[config.mk]
export PLATFORM = sky130hd
export DESIGN_NAME = m_issue_ctrl
export DESIGN_NICKNAME = d
export VERILOG_FILES = /design/src/rtl/m_issue_ctrl.sv
export SDC_FILE = /design/constraint.sdc
export NUM_CORES = 1
export LEC_CHECK = 0
export CAP_MARGIN = 20
export CORE_MARGIN = 4
export CORE_UTILIZATION = 37
export CTS_BUF_LIST = sky130_fd_sc_hd__clkbuf_16
export CTS_CLUSTER_SIZE = 10
export DETAILED_ROUTE_END_ITERATION = 10
export HOLD_SLACK_MARGIN = 0.15
export PLACE_DENSITY = 0.73
export SLEW_MARGIN = 20
export SYNTH_ARGS = -nofsm -noshare
export SYNTH_HDL_FRONTEND = slang
export SYNTH_SLANG_ARGS = --single-unit
export TNS_END_PERCENT = 100
[constraint.sdc]
create_clock -name clk -period 6.4 [get_ports clk]
set_clock_uncertainty 0.1 [all_clocks]
set_input_delay 0.96 -clock clk [delete_from_list [all_inputs] [get_ports clk]]
set_output_delay 0.96 -clock clk [all_outputs]
set_load 0.02 [all_outputs]
[src/rtl/m_issue_ctrl.sv]
// EX-stage initiator for the PCPI M-extension coprocessor. It decodes RV32M ops,
// issues them with latched operands, stalls the pipe and presents the result for writeback.
module m_issue_ctrl #(
    parameter int TIMEOUT_CYCLES = 64,
    parameter int CNT_W          = 7
) (
    input  logic        clk,
    input  logic        reset,
    input  logic        ex_valid,
    input  logic [31:0] ex_instruction,
    input  logic [31:0] ex_rs1,
    input  logic [31:0] ex_rs2,
    input  logic        ex_hold,
    input  logic        flush,
    output logic        pcpi_valid,
    output logic [31:0] pcpi_insn,
    output logic [31:0] pcpi_rs1,
    output logic [31:0] pcpi_rs2,
    input  logic        pcpi_wr,
    input  logic [31:0] pcpi_rd,
    input  logic        pcpi_busy,
    input  logic        pcpi_ready,
    output logic        stall_req,
    output logic        m_result_valid,
    output logic [31:0] m_result,
    output logic [4:0]  m_rd_addr,
    output logic        timeout_err
);

    localparam logic [1:0] ST_IDLE  = 2'd0;
    localparam logic [1:0] ST_WAIT  = 2'd1;
    localparam logic [1:0] ST_DONE  = 2'd2;
    localparam logic [1:0] ST_DRAIN = 2'd3;

    localparam logic [CNT_W-1:0] CNT_LAST = CNT_W'(TIMEOUT_CYCLES - 1);
    localparam logic [CNT_W-1:0] CNT_ONE  = {{(CNT_W-1){1'b0}}, 1'b1};

    logic [1:0]       state_r;
    logic [1:0]       next_state_s;
    logic [CNT_W-1:0] cnt_r;
    logic             is_m_s;
    logic             issue_s;
    logic             timeout_hit_s;
    logic             pcpi_valid_r;
    logic [31:0]      pcpi_insn_r;
    logic [31:0]      pcpi_rs1_r;
    logic [31:0]      pcpi_rs2_r;
    logic [31:0]      m_result_r;
    logic             m_result_valid_r;
    logic             timeout_err_r;
    logic             stall_s;

    assign is_m_s        = (ex_instruction[6:0] == 7'b0110011) && (ex_instruction[31:25] == 7'b0000001);
    assign issue_s       = ex_valid && is_m_s && !flush;
    assign timeout_hit_s = (state_r == ST_WAIT) && (cnt_r == CNT_LAST);

    // Next-state decode; flush in WAIT outranks both ready and timeout.
    always_comb begin
        next_state_s = state_r;
        case (state_r)
            ST_IDLE: begin
                if (issue_s) next_state_s = ST_WAIT;
                else         next_state_s = ST_IDLE;
            end
            ST_WAIT: begin
                if (flush)                            next_state_s = ST_DRAIN;
                else if (pcpi_ready || timeout_hit_s) next_state_s = ST_DONE;
                else                                  next_state_s = ST_WAIT;
            end
            ST_DONE: begin
                if (!ex_hold || flush) next_state_s = ST_IDLE;
                else                   next_state_s = ST_DONE;
            end
            ST_DRAIN: begin
                if (!pcpi_busy && !pcpi_ready) next_state_s = ST_IDLE;
                else                           next_state_s = ST_DRAIN;
            end
            default: next_state_s = ST_IDLE;
        endcase
    end

    // Stall is combinational so the detecting cycle already freezes the pipe.
    always_comb begin
        stall_s = 1'b0;
        case (state_r)
            ST_IDLE:  stall_s = issue_s;
            ST_WAIT:  stall_s = 1'b1;
            ST_DONE:  stall_s = 1'b0;
            ST_DRAIN: stall_s = issue_s;
            default:  stall_s = 1'b0;
        endcase
    end

    // FSM state, request latches, timeout counter and result registers.
    always_ff @(posedge clk) begin
        if (reset) begin
            state_r          <= ST_IDLE;
            cnt_r            <= '0;
            pcpi_valid_r     <= 1'b0;
            pcpi_insn_r      <= 32'd0;
            pcpi_rs1_r       <= 32'd0;
            pcpi_rs2_r       <= 32'd0;
            m_result_r       <= 32'd0;
            m_result_valid_r <= 1'b0;
            timeout_err_r    <= 1'b0;
        end else begin
            state_r          <= next_state_s;
            pcpi_valid_r     <= (next_state_s == ST_WAIT);
            m_result_valid_r <= (next_state_s == ST_DONE);
            timeout_err_r    <= timeout_hit_s && !flush && !pcpi_ready;
            if ((state_r == ST_IDLE) && issue_s) begin
                pcpi_insn_r <= ex_instruction;
                pcpi_rs1_r  <= ex_rs1;
                pcpi_rs2_r  <= ex_rs2;
                cnt_r       <= '0;
            end else if (state_r == ST_WAIT) begin
                cnt_r <= cnt_r + CNT_ONE;
            end
            // An abandoned operation reports zero rather than a stale value.
            if ((state_r == ST_WAIT) && !flush) begin
                if (pcpi_ready)         m_result_r <= pcpi_wr ? pcpi_rd : 32'd0;
                else if (timeout_hit_s) m_result_r <= 32'd0;
            end
        end
    end

    assign pcpi_valid     = pcpi_valid_r;
    assign pcpi_insn      = pcpi_insn_r;
    assign pcpi_rs1       = pcpi_rs1_r;
    assign pcpi_rs2       = pcpi_rs2_r;
    assign stall_req      = stall_s;
    assign m_result_valid = m_result_valid_r;
    assign m_result       = m_result_r;
    assign m_rd_addr      = pcpi_insn_r[11:7];
    assign timeout_err    = timeout_err_r;

endmodule

# [Yosys cells after proc, flatten, opt, wreduce, memory -nomap -nowiden]
# Cells that the tools add are included.
[classes] n_addsub=1 n_eq_ne=8 mux=10 reduce_logical=20
[ops] cell="$mux 32" n=3
[ops] cell="$eq 7x6->1 const B" n=2
[ops] cell="$logic_and 1x1->1" n=9
[ops] cell="$mux 2" n=4
[ops] cell="$pmux 2 s4" n=1
[ops] cell="$add 7x1->7 const B" n=1
[ops] cell="$eq 7x1->1 const B" n=1
[ops] cell="$eq 2x2->1 const B" n=3
[ops] cell="$eq 2x1->1 const B" n=2
[ops] cell="$logic_not 1->1" n=4
[ops] cell="$reduce_or 2->1" n=2
[ops] cell="$pmux 1 s3" n=1
[ops] cell="$logic_not 2->1" n=1
[ops] cell="$logic_or 1x1->1" n=2
[ops] cell="$reduce_and 2->1" n=1
[ops] cell="$reduce_bool 2->1" n=1
[ops] cell="$mux 1" n=1
[word_totals] regBits=140 word_cells=48

# [Longest topological paths before layout]
# Gate-level depths: netlist (run 1).
[logic_depth] word_depth=7 mapped_depth=9

# [Worst setup path after synthesis (run 1)]
# OpenSTA, ideal clock, no wires.
[synth_path] kind="input to output" startpoint="input port ex_instruction[26]" endpoint="output port stall_req" arrival_time_ns=1.931 required_ns=5.340 slack_ns=3.409 stages=4 cell_sequence="nor4bb_1 nand4_1 clkbuf_1 mux2i_1"
[synth_between] elab_chain_len=5
[synth_lines] element="from (decl)" line_no="10" rtl="input logic [31:0] ex_instruction,"
[synth_lines] element="$eq 7x1->1" line_no="53" rtl="assign is_m_s = (ex_instruction[6:0] == 7'b0110011) && (ex_instruction[31:25] == 7'b0000001);"
[synth_lines] element="$logic_and 1x1->1" line_no="53"
[synth_lines] element="$logic_and 1x1->1 (2 in a row)" line_no="54" rtl="assign issue_s = ex_valid && is_m_s && !flush;"
[synth_lines] element="$pmux 1 s3" line_no="85" rtl="case (state_r)"
[synth_lines] element="to (decl)" line_no="23" rtl="output logic stall_req,"
# No other way between the ends.

# [Worst setup path in the final report (run 1)]
[layout_path] startpoint="input port flush" endpoint="output port stall_req"
[layout_between] elab_chain_len=3
[layout_lines] element="from (decl)" line_no="14" rtl="input logic flush,"
[layout_lines] element="$logic_not 1->1" line_no="54"
[layout_lines] element="$logic_and 1x1->1" line_no="54"
[layout_lines] element="$pmux 1 s3" line_no="85"
# No other way between the ends.

==> qor.yml, run 1 <==
outcome: "completed"
clk_latency_ns: 0.42
cp.required_ns: 5.34
slew_viol_final: 0
cpMostUsedCell: "clkdlybuf4s50_1"
netlist_instances: 706
tns_ns: 0
layout.cells.non_filler: 1166
r2r_slack_ns: 3.83
grtUsageTotal: 0.1888
fillers: 1426
path_class: "input pin to output pin"
grt_max_degree: 123
die_w_um: 136.6
ys_types: 33
drt-pass1-iter-count: 5
antenna_left: 0
htreeDepth: 4
dp.cells: 1134
critical_path.endpoint: "stall_req"
layout-drive-gt1-share: 0.04526
post_cts_buffers: 0
num-nets-final: 1078
grt_pass1_wl_um: 27520
post-route-period-util: 0.7203
fp.dieH_um: 136.6
multi_input_comb_area_sq_um: 2964
fmax_mhz: 216.9
core_area_sq_um: 16060
rsz0062_at_grt: "no"
viasPerCell: 4.742
crit_start: "flush"
clockBufferDepth: 2
rows: 46
worstSetupEndpointType: "output pin"
slew_headroom: 0.3132
clkTransAtPathRegs_ns: 0.06
grt_overflow_total: 0
post_cts_resized: 0
portBuffers: 272
setup_violations: 0
cp-start-kind: "input pin"
routabilityCongestion: 0.7629
wl_per_cell_um: 15.64
antenna_found_initial: 0
cts_tree: "done"
syn-num-nets: 847
routed_wirelength_um: 18240
ir_drop_uv: 178.0
hpwlAfterDp_um: 12080
hold_path.class: "flop to flop"
seqCellArea_sq_um: 2803
cts.sinks: 140
powerDensity_nw_per_um2: 217.6
root_buffer: "clkbuf_16"
slowest_delay_ns: 0.69
area_growth_pct: 54.95
ys_ff_latch: 140
min_period_ns: 4.610
cts_hold_buf: 0
drv_cap: 0
r2r_cells: 7
arrival_ns: 3.55
yosysWarnings: 0
via_count: 5529
netlist_area_sq_um: 6116
antenna_cells: 0
dr.first_iter.drc_count: 383
cp_max_fo: 5
ys_seq_area_frac: 0.4583
r2r-end: "m_result[6]$_SDFFE_PP0P_"
io_pins: 273
cts_made_buffers: 17
slowest_stage: "nor4_1"
reg2reg_from: "state_r[1]$_SDFF_PP0_"
first_global_vias: 5189
syn_avg_cell_area_sq_um: 8.663
path_cells: "clkdlybuf4s50_1 > nor4_1 > nand4_1 > mux2i_1 > clkdlybuf4s50_1"
initial_core_util: 0.3809
p_leak_nw: 3.318
dieArea_sq_um: 18650
worst_pin_slew_ns: 1.030
drcViolationCount: 0
final-hold-violation-count: 0
## area by class of cell
class                           count  share of cell area
Clock buffer                       17             0.04489
Inverter                           10            0.003961
Tap cell                          216             0.02852
Sequential cell                   140              0.2957
Timing Repair Buffer              279              0.2926
Multi-Input combinational cell    489              0.3128
Clock inverter                     15             0.02152
## cell usage in the layout (no fill, tap or decap), types with 2 or more instances in the layout
| cell | Yosys | routed |
|---|---|---|
| buf_4 | 5 | 8 |
| dfxtp_1 | 140 | 140 |
| clkdlybuf4s50_1 | 0 | 271 |
| clkinv_1 | 0 | 2 |
| clkbuf_16 | 0 | 17 |
| o21ai_0 | 166 | 166 |
| a21oi_1 | 7 | 7 |
| clkinv_2 | 0 | 5 |
| nor2_1 | 4 | 3 |
| nor2b_1 | 82 | 82 |
| inv_1 | 10 | 10 |
| clkinv_4 | 0 | 2 |
| xnor2_1 | 2 | 2 |
| ha_1 | 5 | 5 |
| nand2b_1 | 114 | 114 |
| nor3_1 | 6 | 6 |
| xor2_1 | 3 | 3 |
| mux2i_1 | 34 | 34 |
| nor3b_1 | 10 | 10 |
| nor4bb_1 | 3 | 3 |
| nand4_1 | 2 | 2 |
| nor4_1 | 2 | 2 |
| nand2_1 | 38 | 38 |
| bufinv_16 | 0 | 5 |
## power by group
group	total [mW]	internal, mW	switching, mW
clock network	1.06	0.684	0.374
logic	0.133	0.0905	0.0425
registers	0.872	0.872	0.00000416
## flip-flops by register name, indices dropped and copies added, names as in the netlist
| signal | flops |
|---|---|
| pcpi_valid | 1 |
| cnt_r | 7 |
| m_result | 32 |
| m_result_valid | 1 |
| pcpi_insn | 32 |
| pcpi_rs2 | 32 |
| state_r | 2 |
| timeout_err | 1 |
| pcpi_rs1 | 32 |
## how the worst min path moves through the flow
stage	slack (ns)	from	depth (start not counted)	endpoint
floorplan	0.36	cnt_r[6]$_SDFFE_PP0P_	2	cnt_r[6]$_SDFFE_PP0P_
global placement	0.33	pcpi_insn[4]$_SDFFE_PP0P_	2	pcpi_insn[4]$_SDFFE_PP0P_
detailed placement	0.34	pcpi_insn[5]$_SDFFE_PP0P_	2	pcpi_insn[5]$_SDFFE_PP0P_
CTS	0.35	pcpi_insn[5]$_SDFFE_PP0P_	2	pcpi_insn[5]$_SDFFE_PP0P_
global route	0.37	pcpi_insn[0]$_SDFFE_PP0P_	2	pcpi_insn[0]$_SDFFE_PP0P_
finish	0.35	pcpi_insn[5]$_SDFFE_PP0P_	2	pcpi_insn[5]$_SDFFE_PP0P_
## worst max-delay path: cells and delay by family
| kind | cells | cell delay [ns] |
|---|---|---|
| AND/OR/NAND/NOR | 2 | 1.12 |
| multiplexers | 1 | 0.27 |
| buffers and inverters | 2 | 1.20 |
## metrics by stage
stage	hold slack [ns]	util	instance area, sq um	setup slack [ns]	power, mW
final	0.3454	0.5902	9477	1.790	2.062
after global routing	0.3742	0.5902	9477	1.623	2.133
after CTS	0.3487	0.5900	9474	1.742	2.092
after detailed placement	0.3394	0.5508	8845	1.756	1.024
after global placement	0.3323	0.5508	8845	1.799	1.024
after floorplan	0.3581	-	6116	3.409	0.9316
## synth_stat cells
| master | instances | area share |
|---|---|---|
| o21ai_0 | 166 | 0.14 |
| buf_2 | 4 | 0.0033 |
| a211oi_1 | 1 | 0.0012 |
| nand4_1 | 2 | 0.0020 |
| mux2i_1 | 34 | 0.056 |
| nor3b_1 | 10 | 0.012 |
| nor2_1 | 4 | 0.0025 |
| nor4_1 | 2 | 0.0020 |
| a41oi_1 | 1 | 0.0014 |
| dfxtp_1 | 140 | 0.46 |
| nand2b_1 | 114 | 0.12 |
| a31oi_1 | 1 | 0.0010 |
| o21a_1 | 1 | 0.0012 |
| nor3_1 | 6 | 0.0049 |
| nand2_1 | 38 | 0.023 |
| nor2b_1 | 82 | 0.084 |
| clkbuf_1 | 54 | 0.033 |
| buf_4 | 5 | 0.0061 |
| or3_1 | 1 | 0.0010 |
| xnor2_1 | 2 | 0.0029 |
| ha_1 | 5 | 0.010 |
| xor2_1 | 3 | 0.0043 |
| nand3_1 | 1 | 0.00082 |
| a21oi_1 | 7 | 0.0057 |
| a31o_2 | 1 | 0.0014 |
| nor4bb_1 | 3 | 0.0049 |
| inv_1 | 10 | 0.0061 |
| nand4_4 | 1 | 0.0035 |
| a21oi_4 | 1 | 0.0027 |
| buf_8 | 3 | 0.0074 |
| or2_1 | 1 | 0.0010 |
| buf_6 | 1 | 0.0018 |
| a221oi_1 | 1 | 0.0014 |
## per-layer routing
metal / track usage / part of all wire / wire [um] / up-vias
met3: 0.07316 / 0.11 / 1925 / 25
met2: 0.3072 / 0.46 / 8397 / 197
met1: 0.2271 / 0.42 / 7613 / 2523
met4: 0.06719 / 0.017 / 303 / 0
li1: - / - / - / 2784
met5: 0 / 0 / 0 / -
## logic make-up after synthesis
family / share of synthesized area
XOR/XNOR: 0.007162
flip-flops: 0.4583
AND/OR/NAND/NOR: 0.2588
AO/OA/AOI/OAI: 0.1520
adder cells (fa/ha/maj): 0.01023
multiplexers: 0.05565
buffers and inverters: 0.05790
Power figures use the tool's default switching activity.
==> run 2, diff against run 1 <==
Clock period 6.4 ns to 4.25 ns, I/O delays scaled along.
==> run 2 against run 1 <==
Compared with the run above:
- first-iteration DRC count fell by 14%
- routed wire length rose by 0.76%
- sequential share of layout area rose by 0.055 points
- utilization fell by 0.11 points
- highest routed layer unchanged
- combinational power rose by 51%
- clock power rose by 36%
- critical path type unchanged
- final cell count rose by 0.17%
- non-clock buffer count rose by 2
- die area did not move
- count of clock-buffer cells in the layout did not move
- critical endpoint unchanged
==> qor.yml, run 2 (synthesized netlist as in run 1, its figures left out) <==
drt-pass1-iter-count: 4  # -1
htreeDepth: 4  # unchanged
p_leak_nw: 3.283  # -1.1%
worstSetupEndpointType: "output pin"
grt_pass1_wl_um: 28370  # +3.1%
cp.required_ns: 3.51  # -1.83 ns
clk_latency_ns: 0.41  # about the same
cp_num_buf_inv: 3  # +1
fmax_mhz: 275.5
p_sw_mw: 0.6429  # +55%
powerDensity_nw_per_um2: 312.2  # +43%
arrival_ns: 2.89  # -0.66 ns
portBuffers: 272  # unchanged
cts_hold_buf: 0  # unchanged
final_common_cell: "clkdlybuf4s50_1"
routabilityCongestion: 0.7593  # -0.47%
setup_violations: 0  # unchanged
area_growth_pct: 54.66
cts_tree: "done"
root_buffer: "clkbuf_16"
slowest_delay_ns: 0.65  # -0.04 ns
fin_util: 0.5891  # -0.001091
post_cts_buffers: 0  # unchanged
dp.cells: 1136  # +0.18%
reg2reg_from: "state_r[1]$_SDFF_PP0_"
cpMostUsedCell: "clkdlybuf4s50_1"
final-hold-violation-count: 0  # unchanged
cp.depth: 6  # +1
cp-start-kind: "input pin"
ir_drop_uv: 236.9  # +33%
drv_cap: 0  # unchanged
pwr-share-seq: 0.444  # +0.021
rows: 46  # unchanged
slowest_stage: "clkdlybuf4s50_1"
post_cts_resized: 0  # unchanged
r2r_slack_ns: 1.72  # -2.11 ns
fp.dieH_um: 136.6  # unchanged
io_pins: 273  # unchanged
slew_headroom: 0.4414  # +0.1282
power.internal_mw: 2.310  # +40%
clkTransAtPathRegs_ns: 0.06  # about the same
placed_area_sq_um: 8885  # +0.45%
min_period_ns: 3.629
tns_ns: 0  # unchanged
initial_core_util: 0.3809  # unchanged
layout-drive-gt1-share: 0.04832  # +0.003056
worst_pin_slew_ns: 0.8379  # -0.1923 ns
cts.sinks: 140  # unchanged
cts_made_buffers: 17  # unchanged
r2r-end: "m_result[1]$_SDFFE_PP0P_"
grt_max_degree: 147  # +20%
grtUsageTotal: 0.1924  # +0.003617
cp_max_fo: 3  # -2
postLayoutCellArea_sq_um: 9459  # -0.18%
antenna_left: 0  # unchanged
critPathTopFamily: "buffers and inverters"
rsz0062_at_grt: "no"
wl_per_cell_um: 15.73  # +0.59%
whs_ns: 0.3419  # -0.003514 ns
drcViolationCount: 0  # unchanged
outcome: "completed"
core_area_sq_um: 16060  # unchanged
num-nets-final: 1080  # +0.19%
post-route-period-util: 0.8539
dr.first_iter.drc_count: 331  # -14%
crit_start: "ex_instruction[0]"
critical_path.endpoint: "stall_req"
hpwlAfterDp_um: 12330  # +2.0%
via_count: 5531  # +0.036%
clockBufferDepth: 2  # unchanged
antenna_found_initial: 0  # unchanged
routed_wirelength_um: 18380  # +0.76%
r2r_cells: 7  # unchanged
hold_path.class: "flop to flop"
p_comb_frac: 0.068  # +0.004
first_global_vias: 5390  # +3.9%
slew_viol_final: 0  # unchanged
p_sw_frac: 0.2177  # +0.01596
p_clk_frac: 0.488  # -0.025
grt_overflow_total: 0  # unchanged
dieArea_sq_um: 18650  # unchanged
die_w_um: 136.6  # unchanged
layout.cells.non_filler: 1168  # +0.17%
viasPerCell: 4.735  # -0.14%
final_cell_mix: "clkdlybuf4s50_1 (271), o21ai_0 (166), dfxtp_1 (140), nand2b_1 (114), nor2b_1 (82)"
path_cells: "clkdlybuf4s50_1 > nor4bb_1 > nand4_1 > buf_4 > mux2i_1 > clkdlybuf4s50_1"
path_class: "input pin to output pin"
antenna_cells: 0  # unchanged
fillers: 1411  # -1.1%
## run 2: cell types whose count changed in the layout (fill, tap and decap cells not counted)
cell,delta
inv_1,-1
clkinv_2,-3
or2_4,-1
clkinvlp_4,+6
or2_2,+1
clkinv_4,-1
inv_6,+2
bufinv_16,-3
buf_12,+2
## run 2: worst min path at each step
stage          cells after the start                        end                 startpoint  slack, ns
2_1_floorplan                      2      cnt_r[6]$_SDFFE_PP0P_      cnt_r[6]$_SDFFE_PP0P_       0.36
3_3_place_gp                       2  pcpi_insn[5]$_SDFFE_PP0P_  pcpi_insn[5]$_SDFFE_PP0P_       0.33
3_5_place_dp                       2  pcpi_insn[0]$_SDFFE_PP0P_  pcpi_insn[0]$_SDFFE_PP0P_       0.34
4_1_cts                            2  pcpi_insn[0]$_SDFFE_PP0P_  pcpi_insn[0]$_SDFFE_PP0P_       0.34
5_1_grt                            2  pcpi_insn[0]$_SDFFE_PP0P_  pcpi_insn[0]$_SDFFE_PP0P_       0.35
6_report                           2  pcpi_insn[4]$_SDFFE_PP0P_  pcpi_insn[4]$_SDFFE_PP0P_       0.34
## run 2: per-stage QoR
| step | worst slack (ns) | total power, mW |
|---|---|---|
| floorplan | 1.904 | 1.403 |
| global placement | 0.5955 | 1.543 |
| detailed placement | 0.6339 | 1.542 |
| CTS | 0.6123 | 2.998 |
| global route | 0.5135 | 3.072 |
| finish | 0.6209 | 2.953 |
## run 2: worst reg2reg max path: cells and delay by family, from the launching register on
kind	cells	cell delay, ns
buf+inv	2	0.54
fa+ha+maj	1	0.40
simple gates	2	0.63
mux	1	0.28
flops	1	0.33
compound gates	1	0.18
## run 2: final cells by class
type	instances	area [sq um]	area share
Timing Repair Buffer	281	2813	0.2974
Clock inverter	15	148.9	0.01574
Clock buffer	17	425.4	0.04497
Multi-Input combinational cell	489	2962	0.3131
Inverter	10	37.54	0.003968
Sequential cell	140	2803	0.2963
Tap cell	216	270.3	0.02857
## run 2: power by group through the flow
stage,Combinational [mW],Sequential [mW],Clock (mW)
CTS,0.203,1.31,1.48
finish,0.201,1.31,1.44
floorplan,0.0616,1.34,0
global route,0.217,1.31,1.54
global placement,0.202,1.34,0
detailed placement,0.201,1.34,0
## run 2: routing by layer
| layer | track usage | wire (um) | vias up |
|---|---|---|---|
| li1 | - | - | 2792 |
| met1 | 0.2387 | 7562 | 2501 |
| met2 | 0.3028 | 8419 | 213 |
| met3 | 0.08088 | 2092 | 25 |
| met4 | 0.06215 | 303 | 0 |
| met5 | 0 | 0 | - |
==> run 3, diff against run 2 <==
Settings changed: SKIP_LAST_GASP from default to 1.
==> results of run 3 <==
Final layout, timing and power as in run 2 (identical DEF).
